<file path="src/rtl/fc_pkg.sv">
// Shared types and constants for the fully connected MAC stage.
package fc_pkg;

    localparam int N_IN    = 8;
    localparam int DATA_W  = 8;
    localparam int BIAS_W  = 16;
    localparam int ACC_W   = 20;
    localparam int PROD_W  = 2 * DATA_W;
    localparam int PHASE_W = 4;

    localparam logic [PHASE_W-1:0] FC_BIAS_ADDR = 4'd8;
    localparam logic [PHASE_W-1:0] LAST_PHASE   = 4'd9;

    typedef enum logic [1:0] {
        IDLE = 2'd0,
        RUN  = 2'd1,
        DONE = 2'd2
    } fc_state_e;

endpackage

</file>
<file path="src/rtl/fc_mac_unit.sv">
// Signed 8x8 multiply feeding a clearable accumulator, plus a bias-add path.
module fc_mac_unit
    import fc_pkg::*;
(
    input  logic                     clk,
    input  logic                     rst,
    input  logic                     clr,
    input  logic                     add_prod,
    input  logic                     add_bias,
    input  logic signed [DATA_W-1:0] feat,
    input  logic signed [DATA_W-1:0] weight,
    input  logic signed [BIAS_W-1:0] bias,
    output logic signed [ACC_W-1:0]  acc_plus_bias
);

    logic signed [ACC_W-1:0]  acc_q;
    logic signed [ACC_W-1:0]  acc_d;
    logic signed [PROD_W-1:0] prod;
    logic signed [ACC_W-1:0]  prod_ext;
    logic signed [ACC_W-1:0]  bias_ext;

    assign prod          = feat * weight;
    assign prod_ext      = {{(ACC_W-PROD_W){prod[PROD_W-1]}}, prod};
    assign bias_ext      = {{(ACC_W-BIAS_W){bias[BIAS_W-1]}}, bias};
    assign acc_plus_bias = acc_q + bias_ext;

    always_comb begin
        acc_d = acc_q;
        if (clr) begin
            acc_d = '0;
        end else if (add_prod) begin
            acc_d = acc_q + prod_ext;
        end else if (add_bias) begin
            acc_d = acc_plus_bias;
        end
    end

    always_ff @(posedge clk) begin
        if (rst) begin
            acc_q <= '0;
        end else begin
            acc_q <= acc_d;
        end
    end

endmodule

</file>
<file path="src/rtl/fc_mac_engine.sv">
// FC layer compute stage: walks weight ROM addresses 0..8, accumulates
// feature*weight products, adds the bias and presents one result with done.
module fc_mac_engine
    import fc_pkg::*;
#(
    parameter int RELU = 0
) (
    input  logic                        clk,
    input  logic                        rst,
    input  logic                        start,
    input  logic [N_IN*DATA_W-1:0]      feat_in,
    output logic [PHASE_W-1:0]          rom_addr,
    input  logic signed [DATA_W-1:0]    rom_weight,
    input  logic signed [BIAS_W-1:0]    rom_bias,
    output logic                        busy,
    output logic                        done,
    output logic signed [ACC_W-1:0]     result_out
);

    fc_state_e                 state_q, state_d;
    logic [PHASE_W-1:0]        phase_q, phase_d;
    logic [PHASE_W-1:0]        rom_addr_q, rom_addr_d;
    logic                      done_q, done_d;
    logic signed [ACC_W-1:0]   result_q, result_d;
    logic signed [DATA_W-1:0]  feat_q [N_IN];
    logic signed [DATA_W-1:0]  feat_d [N_IN];

    logic                      mac_clr;
    logic                      mac_add_prod;
    logic                      mac_add_bias;
    logic signed [DATA_W-1:0]  feat_sel;
    logic signed [ACC_W-1:0]   acc_plus_bias;

    // Phase p multiplies the weight returned for address p-1.
    assign feat_sel = feat_q[3'(phase_q - 4'd1)];

    fc_mac_unit u_mac (
        .clk           (clk),
        .rst           (rst),
        .clr           (mac_clr),
        .add_prod      (mac_add_prod),
        .add_bias      (mac_add_bias),
        .feat          (feat_sel),
        .weight        (rom_weight),
        .bias          (rom_bias),
        .acc_plus_bias (acc_plus_bias)
    );

    always_comb begin
        state_d      = state_q;
        phase_d      = phase_q;
        rom_addr_d   = rom_addr_q;
        done_d       = 1'b0;
        result_d     = result_q;
        feat_d       = feat_q;
        mac_clr      = 1'b0;
        mac_add_prod = 1'b0;
        mac_add_bias = 1'b0;

        case (state_q)
            IDLE: begin
                if (start) begin
                    for (int i = 0; i < N_IN; i++) begin
                        feat_d[i] = feat_in[i*DATA_W +: DATA_W];
                    end
                    mac_clr    = 1'b1;
                    phase_d    = '0;
                    rom_addr_d = '0;
                    state_d    = RUN;
                end
            end
            RUN: begin
                if (phase_q != 4'd0 && phase_q <= FC_BIAS_ADDR) begin
                    mac_add_prod = 1'b1;
                end
                if (phase_q == LAST_PHASE) begin
                    mac_add_bias = 1'b1;
                    if (RELU != 0 && acc_plus_bias < 0) begin
                        result_d = '0;
                    end else begin
                        result_d = acc_plus_bias;
                    end
                    done_d     = 1'b1;
                    phase_d    = '0;
                    rom_addr_d = '0;
                    state_d    = DONE;
                end else begin
                    phase_d    = phase_q + 4'd1;
                    rom_addr_d = (phase_q < FC_BIAS_ADDR) ? phase_q + 4'd1 : FC_BIAS_ADDR;
                end
            end
            DONE: begin
                state_d = IDLE;
            end
            default: begin
                state_d = IDLE;
            end
        endcase
    end

    always_ff @(posedge clk) begin
        if (rst) begin
            state_q    <= IDLE;
            phase_q    <= '0;
            rom_addr_q <= '0;
            done_q     <= 1'b0;
            result_q   <= '0;
            for (int i = 0; i < N_IN; i++) begin
                feat_q[i] <= '0;
            end
        end else begin
            state_q    <= state_d;
            phase_q    <= phase_d;
            rom_addr_q <= rom_addr_d;
            done_q     <= done_d;
            result_q   <= result_d;
            feat_q     <= feat_d;
        end
    end

    assign rom_addr   = rom_addr_q;
    assign busy       = (state_q != IDLE);
    assign done       = done_q;
    assign result_out = result_q;

endmodule

</file>
<file path="config.mk">
export PLATFORM = sky130hd
export DESIGN_NAME = fc_mac_engine
export DESIGN_NICKNAME = d
export VERILOG_FILES = /design/src/rtl/fc_pkg.sv /design/src/rtl/fc_mac_unit.sv /design/src/rtl/fc_mac_engine.sv
export SDC_FILE = /design/constraint.sdc
export NUM_CORES = 1
export LEC_CHECK = 0
export CAP_MARGIN = 20
export CORE_MARGIN = 2
export CORE_UTILIZATION = 50
export DETAILED_ROUTE_END_ITERATION = 10
export GPL_TIMING_DRIVEN = 0
export HOLD_SLACK_MARGIN = 0.1
export PLACE_DENSITY = 0.83
export SYNTH_ARGS = -nofsm -noshare
export SYNTH_HDL_FRONTEND = slang
export SYNTH_SLANG_ARGS = --single-unit
</file>
<file path="constraint.sdc">
create_clock -name clk -period 7.6 [get_ports clk]
set_input_delay 2.28 -clock clk [delete_from_list [all_inputs] [get_ports clk]]
set_output_delay 2.28 -clock clk [all_outputs]
set_load 0.01 [all_outputs]
</file>
==> metrics.cfg, run 1 <==
[global_routing]
grt_max_degree = 17
grt_pass1_wl_um = 38800
antenna_found_initial = 0
grt_usage = 0.249
gr-total-overflow = 0
grt_pass1_vias = 8117

[finish]
area_growth_pct = 25.0
n_fill_cell = 1440
instances_no_fill = 1410
fin_nets = 1417
diodes = 0
layout-drive-gt1-share = 0.0737

[floorplan]
io_pins = 117
core_area_um2 = 17900
die_x_um = 139
die_area_um2 = 19300
start_util = 0.508
die_h_um = 139
rows = 49

[clock_tree]
clock_latency_ps = 430
cts_buffers = 17
cts_buffer_depth = 2
cts_max_level = 4
cts.clk_slew.worst_paths_ps = 60
cts.sinks = 115
cts_tree = yes
cts_hold_buf = 0
cts_root_buf = clkbuf_16

[sta]
worstMarginPinSlew_ps = 731
setup_tns_ps = 0
hold_slack_ps = 454
max_slew_margin = 0.512
min_period_over_period = 0.963
rsz0062_at_grt = no
max_freq_mhz = 137
finalClockSkew_ps = 10.1
final_max_slew_viol_count = 0
setup_viol_count_final = 0
hold_violations = 0
post-route-min-period_ps = 7320

[route]
avgRoutedWirePerCell_um = 16.7
drc = 0
drt-total-wl_um = 23500
drt_first_pass_iters = 7
ant_nets = 0
num_vias = 7784
drt_iter0_drc = 384
vias_per_cell = 5.52

[logic_synthesis]
netlist_area_um2 = 9100
avgSynthCellArea_um2 = 8.87
yosys.area.top_type = dfxtp_1
synth_edf_count = 0
synth_top_cell_area_share = 0.253
synth_flop_cell = dfxtp_1
syn_nets = 1275
yosys_warnings = 0
ys_top_cells_by_area = dfxtp_1 (25%), fa_1 (20%), ha_1 (9.5%), nand2_1 (7.3%), a21oi_1 (7.1%)
synthCells = 1026
ys_async_sr_fraction = 0
ys_seq_elements = 115
synth_cell_types = 56
ys_seq_area_frac = 0.253

[worst_hold_path]
min_path_type = reg2reg

[power]
p_leak_nw = 4.82
p_per_area_nw_per_um2 = 223
ir_drop_mv = 0.205

[setup_path]
cp_max_fo = 8
cp-end-kind = flop
crit_path_start_kind = primary input
crit_type = in2reg
crit_required_ps = 7910
worstPathArrival_ps = 7630

[placement]
io_buffers = 115
placed_cells = 1371
routabilityCongestion = 0.892
dp_hpwl_um = 17900

[run]
maxCapViolations = 0

[outcome]
outcome = complete, no violations

layer usage:
| metal | wire, µm | global-route usage | vias up |
|---|---|---|---|
| li1 | - | - | 3691 |
| met1 | 9560 | 0.310 | 3741 |
| met2 | 11900 | 0.432 | 298 |
| met3 | 1390 | 0.0480 | 54 |
| met4 | 654 | 0.0941 | 0 |
| met5 | 0 | 0 | - |
Yosys cell counts, types with 16 or more instances:
cell type,instances
o21ai_0,25
a21oi_1,129
xnor2_1,25
clkbuf_1,32
nand2b_1,26
fa_1,89
nand2_1,176
dfxtp_1,115
nor2b_1,41
mux4_2,16
ha_1,69
nor2_1,40
inv_1,103
kinds of logic (layout without fill, tap and decap cells):
| group | after synthesis | after routing | synth area share |
|---|---|---|---|
| flops | 115 | 115 | 0.253 |
| simple gates | 325 | 325 | 0.163 |
| xor+xnor | 34 | 34 | 0.0335 |
| mux | 26 | 26 | 0.0506 |
| buf+inv | 147 | 302 | 0.0613 |
| fa+ha+maj | 158 | 158 | 0.291 |
| compound gates | 221 | 221 | 0.148 |
stage by stage:
stage / setup WS, ps / instance area [µm²] / utilization / total power (W)
2_1_floorplan: 355 / 9100 / - / 0.00143
3_3_place_gp: -811 / 10500 / 0.589 / 0.00165
3_5_place_dp: -913 / 10500 / 0.589 / 0.00170
4_1_cts: 105 / 11300 / 0.632 / 0.00253
5_1_grt: 25.8 / 11400 / 0.635 / 0.00271
6_report: 284 / 11400 / 0.635 / 0.00254
final cells by class:
cell class                 instances  area [µm²]  area share
timing repair buffer             124        1260       0.111
clock inverter                    13         148      0.0130
inverter                         103         387      0.0340
clock buffer                      19         453      0.0398
buffer                            43         178      0.0156
multi-input combinational        764        6360       0.559
sequential                       115        2300       0.203
tap                              229         287      0.0252
final timing paths:
| path | start | endpoint | slack, ps | cells past startpoint |
|---|---|---|---|---|
| max | rom_weight[6] | u_mac.acc_q[16] | 280 | 17 |
| min | feat_q[50] | feat_q[50] | 450 | 2 |
| max reg2reg | phase_q[0] | u_mac.acc_q[16] | 390 | 23 |
| min reg2reg | feat_q[50] | feat_q[50] | 450 | 2 |
registers in the layout, indices dropped and copies added, names as in the netlist:
register,cells
state_q,2
u_mac.acc_q,20
result_out,20
done,1
feat_q,64
phase_q,4
rom_addr,4
worst max-delay path, cell delays in order:
cell             delay (ps)
clkdlybuf4s50_1         640
nand2b_1                130
fa_1                    500
fa_1                    540
inv_1                    50
fa_1                    520
fa_1                    610
fa_1                    430
ha_1                    360
o21ai_0                 260
o21ai_1                 110
a31oi_1                 270
o21bai_1                120
a21oi_1                 240
o21ai_1                 120
xnor2_1                 140
a221oi_1                310
placed cells by master, fill, tap and decap left out, drive strengths merged, types with 4 or more instances in the layout:
cell type      count
and3               5
clkbuf            51
xnor2             25
o21a               6
clkinvlp           4
mux4              16
nand2            176
inv              107
o211ai             5
a31oi              8
a21o               5
nor2              40
clkdlybuf4s50    113
a221oi             4
o21ai             31
a211oi            10
buf               20
mux2i             10
fa                89
nor2b             41
o21bai             4
and2              10
dfxtp            115
nand3              7
nor3              10
a21oi            130
ha                69
xor2               9
nand2b            26
report_power, final:
part | total [W] | switching (W) | internal, W
clock network | 0.000812 | 0.000309 | 0.000503
registers | 0.000645 | 0.0000165 | 0.000628
logic | 0.00108 | 0.000592 | 0.000489
total | 0.00254 | 0.000918 | 0.00162
timing repair:
item	4_1_cts	5_1_grt
resized for setup	19	8
endpoints found under the setup margin	11	5
pin swaps	0	0
buffers inserted	5	3
Power figures use the tool's default switching activity.
==> inputs of run 2 (changes only) <==
--- a/config.mk
+++ b/config.mk
@@ -12,6 +12,7 @@
 export GPL_TIMING_DRIVEN = 0
 export HOLD_SLACK_MARGIN = 0.1
 export PLACE_DENSITY = 0.83
+export SETUP_SLACK_MARGIN = 0.2
 export SYNTH_ARGS = -nofsm -noshare
 export SYNTH_HDL_FRONTEND = slang
 export SYNTH_SLANG_ARGS = --single-unit
==> run 2 against run 1 <==
Against the previous run: hold slack improved by 0.57 ps; clock skew increased by 11 ps; clock-buffer cell count unchanged; power decreased by 0.13%; critical endpoint unchanged; highest routed layer unchanged.
==> metrics.cfg, run 2 (synthesized netlist as in run 1, its figures left out) <==
[run]
maxCapViolations = 0

[finish]
multiInputGateArea_um2 = 6360
fin_util = 0.637
instances_no_fill = 1413
mostFrequentLayoutCell = nand2_1
diodes = 0
ff_latch_area_um2 = 2300
n_fill_cell = 1438
top_register = feat_q
largest_reg_flops = 64
area_growth_pct = 25.2
fin_nets = 1420
final_cell_mix = nand2_1 (176), a21oi_1 (129), dfxtp_1 (114)
layout-drive-gt1-share = 0.0752

[setup_path]
cp_slowest_stage_delay_ps = 650
cp-end-kind = flop
crit_type = in2reg
cp_max_fo = 8
worstPathArrival_ps = 7450
r2r_slack_ps = 520
crit_cells = 17
cp_slowest_cell = clkdlybuf4s50_1
r2r_start = phase_q[0]
crit_path_start_kind = primary input
path_cells = clkdlybuf4s50_1 -> nand2b_1 -> fa_1 -> fa_1 -> inv_1 -> fa_1 -> fa_1 -> fa_1 -> ha_1 -> o21ai_1 -> o21ai_1 -> a31oi_1 -> o21bai_1 -> a21oi_1 -> o21ai_1 -> xnor2_1 -> a221oi_1
reg2reg_depth = 27
reg2reg_to = u_mac.acc_q[16]
worst_path_most_repeated_cell = fa_1
crit_buf_inv = 2
crit_required_ps = 7910
critPathTopFamily = adder cells

[placement]
routabilityCongestion = 0.892
io_buffers = 115
placed_cells = 1371
dp_hpwl_um = 17900

[power]
p_per_area_nw_per_um2 = 222
p_leak_nw = 4.87
finalPower_w = 0.00254
ir_drop_mv = 0.202

[worst_hold_path]
min_path_type = reg2reg
holdPathStages = 2
holdPathEnd = feat_q[50]
min_from = feat_q[50]

[sta]
min_period_over_period = 0.940
max_slew_margin = 0.510
finalClockSkew_ps = 21.1
final_max_slew_viol_count = 0
worstMarginPinSlew_ps = 734
setup_viol_count_final = 0
rsz0062_at_grt = no
post-route-min-period_ps = 7150
hold_violations = 0
max_freq_mhz = 140
setup_tns_ps = 0
hold_slack_ps = 455

[route]
avgRoutedWirePerCell_um = 16.6
vias_per_cell = 5.53
drt_first_pass_iters = 5
drt-total-wl_um = 23400
drc = 0
ant_nets = 0
num_vias = 7818
drt_iter0_drc = 388

[floorplan]
core_area_um2 = 17900
io_pins = 117
die_area_um2 = 19300
rows = 49
start_util = 0.508
die_h_um = 139
die_x_um = 139

[clock_tree]
cts.sinks = 115
cts.clk_slew.worst_paths_ps = 60
cts_hold_buf = 0
cts_buffer_depth = 2
cts_tree = yes
cts_root_buf = clkbuf_16
cts_buffers = 17
cts_max_level = 4
clock_latency_ps = 430

[global_routing]
grt_use_met3 = 0.0480
grt_max_degree = 17
gr-total-overflow = 0
top_usage_layer = met2
met1_usage = 0.311
grt_pass1_wl_um = 39000
grt_usage = 0.251
grt_pass1_vias = 8173
gr-usage-met2 = 0.433
antenna_found_initial = 0

[outcome]
outcome = complete, no violations

run 2: changes by cell type in the layout (fill, tap and decap cells not counted):
| cell | change |
|---|---|
| buf_12 | -1 |
| buf_4 | +3 |
| buf_6 | +1 |
| clkdlybuf4s50_1 | -5 |
| dlymetal6s2s_1 | +5 |
| ha_1 | +1 |
| ha_2 | -1 |
| o21ai_0 | -1 |
| o21ai_1 | +1 |
run 2: worst min-delay path, delay by kind of cell, from the launching register on:
kind | cells | cell delay, ps
flops | 1 | 310
simple gates | 1 | 50
compound gates | 1 | 50
run 2: per-layer routing:
metal / part of all wire / up-vias
li1: - / 3693
met2: 0.51 / 300
met4: 0.032 / 0
met5: 0 / -
met1: 0.40 / 3766
met3: 0.062 / 59
run 2: metrics by stage:
stage | setup WS (ps) | instance area (µm²)
2_1_floorplan | 355 | 9100
3_3_place_gp | -811 | 10500
3_5_place_dp | -913 | 10500
4_1_cts | 243 | 11300
5_1_grt | 207 | 11400
6_report | 453 | 11400
run 2: how the worst max path moves through the flow:
stage                  startpoint               to  slack, ps
floorplan           rom_weight[0]  u_mac.acc_q[16]        360
global placement       phase_q[0]  u_mac.acc_q[18]       -810
detailed placement  rom_weight[0]  u_mac.acc_q[16]       -910
CTS                    phase_q[0]  u_mac.acc_q[16]        240
global route           phase_q[0]  u_mac.acc_q[16]        210
finish              rom_weight[2]  u_mac.acc_q[16]        450
run 2: timing repair:
| action | in CTS | in global routing |
|---|---|---|
| endpoints found under the setup margin | 13 | 6 |
| buffers inserted | 8 | 2 |
| cloned | 0 | 0 |
| gates resized for setup | 21 | 14 |
run 2: power breakdown:
| part | leakage [nW] | switching, W | internal (W) | total, W |
|---|---|---|---|---|
| combinational | 3.65 | 0.000592 | 0.000489 | 0.00108 |
| clock | 0.283 | 0.000305 | 0.000504 | 0.000809 |
| sequential | 0.938 | 0.0000165 | 0.000628 | 0.000645 |
run 2: final cells by class:
class / instances / share of cell area
Buffer: 44 / 0.0166
Clock buffer: 19 / 0.0397
Clock inverter: 13 / 0.0130
Inverter: 103 / 0.0339
Multi-Input combinational cell: 764 / 0.558
Sequential cell: 115 / 0.202
Tap cell: 229 / 0.0251
Timing Repair Buffer: 126 / 0.112
==> inputs of run 3 (changes only) <==
--- a/config.mk
+++ b/config.mk
@@ -7,11 +7,11 @@
 export LEC_CHECK = 0
 export CAP_MARGIN = 20
 export CORE_MARGIN = 2
-export CORE_UTILIZATION = 50
+export CORE_UTILIZATION = 25
 export DETAILED_ROUTE_END_ITERATION = 10
 export GPL_TIMING_DRIVEN = 0
 export HOLD_SLACK_MARGIN = 0.1
-export PLACE_DENSITY = 0.83
+export PLACE_DENSITY_LB_ADDON = 0.12
 export SETUP_SLACK_MARGIN = 0.2
 export SYNTH_ARGS = -nofsm -noshare
 export SYNTH_HDL_FRONTEND = slang
==> constraint.sdc (replaced) <==
create_clock -name clk -period 6.5 [get_ports clk]
set_input_delay 1.95 -clock clk [delete_from_list [all_inputs] [get_ports clk]]
set_output_delay 1.95 -clock clk [all_outputs]
set_load 0.01 [all_outputs]
==> run 3 against run 2 <==
Against the previous run: non-clock buffer count is 35 higher; combinational power is 33% higher; power is 26% higher; sequential cell count stayed put; first-iteration DRC count is 20% lower; critical path depth is 8 higher; clock-buffer cell count is 2 lower.
==> metrics.cfg, run 3 (synthesized netlist as in run 1, its figures left out) <==
[outcome]
outcome = complete, no violations

[placement]
dp_hpwl_um = 21800
io_buffers = 115
routabilityCongestion = 0.767

[power]
p_clk_frac = 0.310
p_int_w = 0.00203
p_leak_nw = 5.10
power_switching_w = 0.00115
switching_share = 0.361
finalPower_w = 0.00318
p_per_area_nw_per_um2 = 259
combPwrFrac = 0.453
ir_drop_mv = 0.201
p_seq_frac = 0.237

[setup_path]
worstPathArrival_ps = 6510
critPathTopFamily = adder cells
cp_max_fo = 6
crit_buf_inv = 8
crit_type = reg2reg
cp_slowest_stage_delay_ps = 580
reg2reg_to = u_mac.acc_q[19]
reg2reg_depth = 25
r2r_slack_ps = 290
r2r_start = phase_q[0]
cp-end-kind = flop
crit_required_ps = 6800
cp_slowest_cell = fa_1
worst_path_most_repeated_cell = fa_1
crit_path_start_kind = flop

[floorplan]
die_x_um = 195
io_pins = 117
core_area_um2 = 35700
start_util = 0.255
die_area_um2 = 37900
die_h_um = 195
rows = 69

[sta]
finalClockSkew_ps = 18.2
final_max_slew_viol_count = 0
rsz0062_at_grt = yes
worstMarginPinSlew_ps = 678
max_slew_margin = 0.548
min_period_over_period = 0.955
setup_tns_ps = 0
max_freq_mhz = 161
hold_slack_ps = 456
post-route-min-period_ps = 6210
hold_violations = 0
setup_viol_count_final = 0

[route]
ant_nets = 0
num_vias = 7552
drt-total-wl_um = 27600
avgRoutedWirePerCell_um = 16.4
vias_per_cell = 4.50
drc = 0
drt_iter0_drc = 312
drt_first_pass_iters = 4

[worst_hold_path]
min_from = feat_q[7]
min_path_type = reg2reg
holdPathStages = 2
holdPathEnd = feat_q[7]

[global_routing]
grt_pass1_vias = 7878
grt_max_degree = 17
grt_usage = 0.149
gr-total-overflow = 0
antenna_found_initial = 0
grt_pass1_wl_um = 43800

[finish]
area_growth_pct = 35.1
top_register = feat_q
layout-drive-gt1-share = 0.130
diodes = 0
mostFrequentLayoutCell = nand2_1
largest_reg_flops = 64
fin_nets = 1455
final_cell_mix = nand2_1 (176), a21oi_1 (125), dfxtp_1 (114)

[run]
maxCapViolations = 0

[clock_tree]
cts.clk_slew.worst_paths_ps = 70
cts_root_buf = clkbuf_16
clock_latency_ps = 420
cts_tree = yes
cts.sinks = 115
cts_max_level = 4
cts_hold_buf = 0
cts_buffers = 17
cts_buffer_depth = 2

-- run 3: worst register-to-register path: stages, from the launching register on --
cell and delay [ps]:
dfxtp_4 390, buf_12 120, buf_12 90, clkinv_4 40, ha_4 260, buf_8 100
buf_12 120, buf_8 110, mux4_2 350, mux2i_4 190, buf_12 140, nand2b_4 120
fa_1 440, fa_1 540, inv_1 50, fa_1 490, fa_1 460, fa_1 580
ha_4 230, o211ai_2 100, a21oi_2 100, o41a_1 360, o21a_1 230, a31oi_2 180
mux2i_1 210, o21ai_1 80
-- run 3: final cells by class --
type,count,area [µm²]
Fill cell,3820,23400
Multi-Input combinational cell,764,6550
Sequential cell,115,2310
Timing Repair Buffer,161,1650
Tap cell,461,577
Clock buffer,17,425
Inverter,103,392
Buffer,44,226
Clock inverter,14,176
-- run 3: worst max-delay path by stage --
stage / from / end / slack, ps / depth (start not counted)
finish: phase_q[0] / u_mac.acc_q[19] / 290 / 25
global route: phase_q[0] / u_mac.acc_q[16] / 90 / 26
CTS: phase_q[0] / u_mac.acc_q[18] / 190 / 26
detailed placement: phase_q[0] / u_mac.acc_q[18] / -1240 / 24
global placement: phase_q[0] / u_mac.acc_q[19] / -1250 / 26
floorplan: rom_weight[0] / u_mac.acc_q[18] / 130 / 17
-- run 3: repair_timing --
action	in CTS	in global routing
setup buffers	38	8
hold endpoints to repair	0	0
resized for setup	61	24
gates cloned	0	0
pin swaps	18	14
setup endpoints to repair	15	6
-- run 3: power by group through the flow --
stage	Clock, W	Combinational [W]	Sequential [W]
after floorplan	0	0.000958	0.000762
after global placement	0	0.00129	0.000769
after detailed placement	0	0.00129	0.000769
after CTS	0.00101	0.00142	0.000753
after global routing	0.00104	0.00163	0.000756
final	0.000987	0.00144	0.000753
-- run 3: metal layers --
layer | vias to the layer above | global-route usage | wire length (µm)
met5 | - | 0 | 0
met4 | 0 | 0.0334 | 333
met3 | 20 | 0.0217 | 759
met2 | 116 | 0.262 | 13700
met1 | 3644 | 0.193 | 12800
li1 | 3772 | - | -
-- run 3: stage by stage --
| step | cell area [µm²] | instances | setup slack [ps] | util |
|---|---|---|---|---|
| global route | 12300 | 1679 | 87.0 | 0.344 |
| CTS | 12200 | 1671 | 191 | 0.341 |
| floorplan | 9220 | 1026 | 125 | - |
| detailed placement | 10900 | 1602 | -1240 | 0.306 |
| global placement | 10900 | 1602 | -1250 | 0.306 |
| finish | 12300 | 1679 | 295 | 0.344 |
